File: config.mk
export PLATFORM = sky130hd
export DESIGN_NAME = arp_announce
export DESIGN_NICKNAME = d
export VERILOG_FILES = /design/src/rtl/arp_announce.sv
export SDC_FILE = /design/constraint.sdc
export NUM_CORES = 1
export LEC_CHECK = 0
export CAP_MARGIN = 20
export CORE_ASPECT_RATIO = 0.6
export CORE_MARGIN = 2
export CORE_UTILIZATION = 38
export DETAILED_ROUTE_END_ITERATION = 12
export PLACE_DENSITY = 0.65
export SLEW_MARGIN = 10
export SYNTH_ARGS = -nofsm -noshare
export SYNTH_HDL_FRONTEND = slang
export SYNTH_SLANG_ARGS = --single-unit
File: constraint.sdc
create_clock -name clk -period 7.2 [get_ports clk]
set_input_delay 1.8 -clock clk [delete_from_list [all_inputs] [get_ports clk]]
set_output_delay 1.8 -clock clk [all_outputs]
set_load 0.03 [all_outputs]
File: src/rtl/arp_announce.sv
// Gratuitous ARP announcer: emits a 60-byte ARP frame as an 8-bit stream.
// Ports:
//   clk, sys_rst         : clock, asynchronous active-high reset
//   if_v4addr, if_macaddr: interface IPv4 / MAC address
//   start                : one-cycle request for one frame
//   tx_tready            : downstream accepts the current byte
//   tx_tdata/tvalid/tlast: frame byte stream out
//   busy                 : frame in flight
//   sent_count           : completed frames, wraps at 16 bits
// Frames are also requested by the periodic timer (PERIOD_CYCLES > 0)
// and by any change of the address inputs.
module arp_announce #(
    parameter int unsigned PERIOD_CYCLES = 0
) (
    input  logic        clk,
    input  logic        sys_rst,
    input  logic [31:0] if_v4addr,
    input  logic [47:0] if_macaddr,
    input  logic        start,
    input  logic        tx_tready,
    output logic [7:0]  tx_tdata,
    output logic        tx_tvalid,
    output logic        tx_tlast,
    output logic        busy,
    output logic [15:0] sent_count
);

    typedef enum logic {
        IDLE,
        SEND
    } state_t;

    state_t      state;
    logic [5:0]  idx;
    logic        pending;
    logic        prime;
    logic [31:0] tmr;
    logic [31:0] sh_ip;
    logic [47:0] sh_mac;
    logic [31:0] snap_ip;
    logic [47:0] snap_mac;

    logic timer_ev;
    logic chg_ev;
    logic trig;
    logic fire;

    // Byte i of the frame built from a given address pair.
    function automatic logic [7:0] frame_byte(
        input logic [5:0]  i,
        input logic [31:0] ip,
        input logic [47:0] mac
    );
        logic [7:0] b;
        int         k;
        b = 8'h00;
        k = int'(i);
        case (i) inside
            [6'd0:6'd5]:   b = 8'hFF;
            [6'd6:6'd11]:  b = mac[8*(11-k) +: 8];
            6'd12:         b = 8'h08;
            6'd13:         b = 8'h06;
            6'd14:         b = 8'h00;
            6'd15:         b = 8'h01;
            6'd16:         b = 8'h08;
            6'd17:         b = 8'h00;
            6'd18:         b = 8'h06;
            6'd19:         b = 8'h04;
            6'd20:         b = 8'h00;
            6'd21:         b = 8'h01;
            [6'd22:6'd27]: b = mac[8*(27-k) +: 8];
            [6'd28:6'd31]: b = ip[8*(31-k) +: 8];
            [6'd38:6'd41]: b = ip[8*(41-k) +: 8];
            default:       b = 8'h00;
        endcase
        return b;
    endfunction

    assign timer_ev = (PERIOD_CYCLES != 0) &&
                      (tmr == PERIOD_CYCLES - 32'd1);

    // The first cycle after reset compares against zeroed shadows,
    // so prime masks that spurious mismatch.
    assign chg_ev = !prime &&
                    ((if_v4addr != sh_ip) ||
                     (if_macaddr != sh_mac));

    assign trig = start || timer_ev || chg_ev;
    assign fire = tx_tvalid && tx_tready;

    always_ff @(posedge clk or posedge sys_rst) begin
        if (sys_rst) begin
            state      <= IDLE;
            idx        <= 6'd0;
            pending    <= 1'b0;
            prime      <= 1'b1;
            tmr        <= 32'd0;
            sh_ip      <= 32'd0;
            sh_mac     <= 48'd0;
            snap_ip    <= 32'd0;
            snap_mac   <= 48'd0;
            tx_tdata   <= 8'h00;
            tx_tvalid  <= 1'b0;
            tx_tlast   <= 1'b0;
            busy       <= 1'b0;
            sent_count <= 16'd0;
        end else begin
            prime  <= 1'b0;
            sh_ip  <= if_v4addr;
            sh_mac <= if_macaddr;

            if (PERIOD_CYCLES != 0) begin
                tmr <= timer_ev ? 32'd0 : tmr + 32'd1;
            end

            unique case (state)
                IDLE: begin
                    if (trig || pending) begin
                        state     <= SEND;
                        busy      <= 1'b1;
                        tx_tvalid <= 1'b1;
                        idx       <= 6'd0;
                        tx_tdata  <= 8'hFF;
                        tx_tlast  <= 1'b0;
                        pending   <= 1'b0;
                        snap_ip   <= if_v4addr;
                        snap_mac  <= if_macaddr;
                    end
                end
                SEND: begin
                    // Any number of requests during a frame fold
                    // into a single follow-up frame.
                    if (trig) begin
                        pending <= 1'b1;
                    end
                    if (fire) begin
                        if (idx == 6'd59) begin
                            state      <= IDLE;
                            busy       <= 1'b0;
                            tx_tvalid  <= 1'b0;
                            tx_tlast   <= 1'b0;
                            idx        <= 6'd0;
                            sent_count <= sent_count + 16'd1;
                        end else begin
                            idx      <= idx + 6'd1;
                            tx_tdata <= frame_byte(idx + 6'd1,
                                                   snap_ip,
                                                   snap_mac);
                            tx_tlast <= (idx == 6'd58);
                        end
                    end
                end
            endcase
        end
    end

endmodule

==> summary.log <==
qor: synth.synth-main-ff-cell sky130_fd_sc_hd__dfrtp_1
qor: cts.cts_htree_levels 4
qor: critical_path.critical-path-max-stage-delay 0.84 ns
qor: cts.cts.repair_timing.setup_buffer_count 0
qor: sta.timing.hold.ws 0.480 ns
qor: route.number_of_vias_in_the_routed_layout 6154
qor: sta.max_freq 200 MHz
qor: placed_design.numPortBuffers 110
qor: critical_path.r2r_slack 3.43 ns
qor: synth.netlist_cell_types 64
qor: finish.fillCellCount 2121
qor: synth.synth_seq_area_share 0.544
qor: critical_path.critical_path_peak_fanout 23
qor: sta.finalMaxSlewViolations 0
qor: synth.synth_async_sr_flop_share 1.00
qor: cts.cts.root.buffer_cell sky130_fd_sc_hd__clkbuf_16
qor: cts.clk_lat_worst_skew 0.44 ns
qor: power_and_ir_drop.power_density_of_the_placed_cells 397 nW/um2
qor: critical_path.cp.required 7.51 ns
qor: route.route.antenna.remaining_nets 0
qor: sta.slew_headroom 0.402
qor: finish.final_nets 925
qor: critical_path.critical-path-slowest-cell sky130_fd_sc_hd__o41ai_4
qor: synth.synthMostInstantiatedCell sky130_fd_sc_hd__dfrtp_1
qor: critical_path.critical_path.cell_chain clkdlybuf4s50_1 > xnor2_1 > nand4_1 > nor4_1 > nand4_1 > o41ai_4 > buf_4 > buf_4 > mux2_2
qor: critical_path.timing_worst_setup_path_type in2reg
qor: synth.synth_area 8980 um2
qor: route.wl 23200 um
qor: route.wl_per_cell 20.0 um
qor: global_routing.grt_first_pass_wirelength 36400 um
qor: finish.regArea 4880 um2
qor: synth.synth.avg_cell_area 12.4 um2
qor: sta.hold_viol 0
qor: floorplan.num_rows 43
qor: cts.clock_sinks 195
qor: cts.tritoncts.num_buffers 17
qor: sta.finalClockSkew 0.0158 ns
qor: finish.area_growth 23.3%
qor: critical_path.setup.worst_path.start_class input port
qor: synth.synth_edf_count 0
qor: sta.period_share 0.694
qor: synth.synth-simple-area-share 0.0843
qor: critical_path.critPathArrivalTime 5.31 ns
qor: finish.insertedDiodeCount 0
qor: cts.cts_resized 0
qor: route.vias_per_cell 5.30
qor: synth.synthTopCellsByCount sky130_fd_sc_hd__dfrtp_1 (194), sky130_fd_sc_hd__xnor2_1 (86), sky130_fd_sc_hd__mux2_2 (79)
qor: finish.multiInputGateArea 3850 um2
qor: floorplan.io-pin-count 111
qor: route.initialDrtViolationCount 603
qor: finish.layout.cell_area.non_filler 11100 um2
qor: placed_design.placed_cell_area 10400 um2
qor: cts.ctsLongestPathBuffers 2
qor: sta.setup_violations 0
qor: synth.synthCells 724
qor: synth.yosys-top-cells-area sky130_fd_sc_hd__dfrtp_1 (54%), sky130_fd_sc_hd__mux2_2 (9.9%), sky130_fd_sc_hd__xnor2_1 (8.4%), sky130_fd_sc_hd__mux4_2 (2.5%), sky130_fd_sc_hd__nand4_1 (1.8%)
qor: critical_path.crit_path_capture_type register
qor: flow_run.max_cap_viol_count 0
qor: route.drc_violations_left 0
qor: floorplan.design.die.area 24900 um2
qor: status.status finished, final reports clean
qor: synth.synth_xor_area_frac 0.0888
qor: finish.drive_above_1_share 0.164
qor: synth.adder_cell_share_of_the_synthesized_area 0.0111
qor: synth.yosysTopAreaCell sky130_fd_sc_hd__dfrtp_1
qor: global_routing.total_congestion_overflow 0
qor: critical_path.r2r-end tx_tdata[0]$_DFFE_PP0P_
qor: sta.min_period 5.00 ns
qor: placed_design.gp_routability_congestion 0.939
qor: critical_path.ff2ff_path_depth 11
qor: power_and_ir_drop.peakVddDrop 0.216 mV
qor: cts.cts_hold_bufs 0
qor: global_routing.first_global_vias 6058
qor: floorplan.fp.coreArea 23100 um2
qor: placed_design.hpwl 17200 um
qor: sta.rsz0062_at_grt false
qor: power_and_ir_drop.leakagePower 4.49 nW
qor: synth.yosys_register_bits 195
qor: synth.synth_compound_gate_area_share 0.0923
qor: global_routing.overall_global_routing_resource_usage 0.197
qor: floorplan.floorplan.initialDensity 0.388
qor: worst_hold_path.worst_hold_path.endpoint snap_mac[7]$_DFFE_PP0P_
qor: sta.tightest_slew 0.893 ns
qor: floorplan.die_y 123 um
qor: worst_hold_path.worst_hold_startpoint snap_mac[7]$_DFFE_PP0P_
qor: worst_hold_path.min-delay-path-class reg2reg
qor: worst_hold_path.worstHoldPathCells 2
qor: synth.synth.mux.area_fraction 0.152
qor: synth.postSynthNetCount 816
qor: route.detailedRoute.firstPassIterationCount 5
qor: floorplan.dieWidth 202 um
qor: synth.synth_top_area_frac 0.541
qor: sta.setup_total_negative_slack 0 ns
qor: global_routing.grt_start_max_net_pins 74
qor: cts.cts_tree done
qor: critical_path.timing.rr.start idx[1]$_DFFE_PP0P_
qor: synth.synth.yosys.warnings 0
qor: synth.synth_top_family_by_area multiplexers
qor: cts.clk_pin_slew 0.07 ns
qor: global_routing.antenna_found_initial 1
[through the flow]
step	total power, mW	worst slack, ns	instances	utilization
after global placement	3.32	1.86	1129	0.450
after detailed placement	3.35	1.86	1129	0.450
after global routing	4.65	2.11	1161	0.479
final	4.40	2.20	1161	0.479
after CTS	4.40	2.32	1161	0.479
after floorplan	2.77	0.0894	724	-
[sequential cells by signal, summed over array words and instances (netlist names)]
signal      flops
tx_tdata        8
snap_ip        32
sent_count     16
state           1
sh_ip          32
busy            1
tx_tlast        1
prime           1
pending         1
sh_mac         48
snap_mac       48
idx             6
[critical path, delay by kind of cell]
family | cells | cell delay [ns]
mux | 1 | 0.38
simple gates | 3 | 0.97
xor+xnor | 1 | 0.13
buf+inv | 3 | 1.16
compound gates | 1 | 0.84
[layout make-up]
| type | instances | area share |
|---|---|---|
| clock buffers | 20 | 0.0422 |
| clock inverters | 12 | 0.0171 |
| inverters | 27 | 0.00983 |
| multi-input cells | 472 | 0.348 |
| repair buffers | 120 | 0.106 |
| well taps | 315 | 0.0356 |
| flip-flops and latches | 195 | 0.441 |
[logic make-up (layout without fill, tap and decap cells)]
group,count (synthesis),after routing
XOR/XNOR,91,91
buffers and inverters,57,179
flip-flops,195,195
adder cells (fa/ha/maj),8,8
multiplexers,113,113
AO/OA/AOI/OAI,113,113
AND/OR/NAND/NOR,146,146
other,1,1
[worst max path at each step]
stage / start / endpoint / cells past startpoint
after floorplan: sys_rst / busy$_DFFE_PP0P_ / 1
after global placement: if_v4addr[31] / snap_mac[21]$_DFFE_PP0P_ / 9
after detailed placement: if_v4addr[31] / snap_mac[16]$_DFFE_PP0P_ / 9
after CTS: if_v4addr[6] / snap_mac[5]$_DFFE_PP0P_ / 9
after global routing: if_v4addr[6] / snap_mac[8]$_DFFE_PP0P_ / 9
final: if_v4addr[6] / snap_mac[16]$_DFFE_PP0P_ / 9
[cells in the final DEF (no fill, tap or decap), drive strengths merged, types with 3 or more instances in the layout]
master         netlist  layout
o32a                 3       3
nor2                28      28
dfrtp              194     194
o22a                11      11
mux2i               13      13
a2bb2oi              3       3
a21oi               13      13
nand2               34      34
xnor2               86      86
nor4                 8       8
clkdlybuf4s50        0     110
bufinv               0       4
nor3                 7       7
and2                 4       4
clkbuf              13      20
nor2b                5       5
a221oi              11      11
nand4               26      26
o221ai               3       3
nand2b               6       6
inv                 26      31
a31oi                7       7
mux2                90      90
nand3               10      10
clkinv               1       3
buf                 17      10
mux4                10      10
ha                   8       8
xor2                 5       5
and3                 6       6
o21ai               28      28
o21a                 5       5
[power breakdown]
group	switching, mW	internal [mW]	total [mW]
Combinational	0.912	0.783	1.70
Sequential	0.261	1.40	1.66
Clock	0.425	0.617	1.04
[routing by layer]
| metal | wire [um] | global-route usage |
|---|---|---|
| met1 | 12700 | 0.324 |
| met2 | 9010 | 0.256 |
| met3 | 1230 | 0.0430 |
| met4 | 175 | 0.0438 |
| met5 | 0 | 0 |
Power figures use the tool's default switching activity.
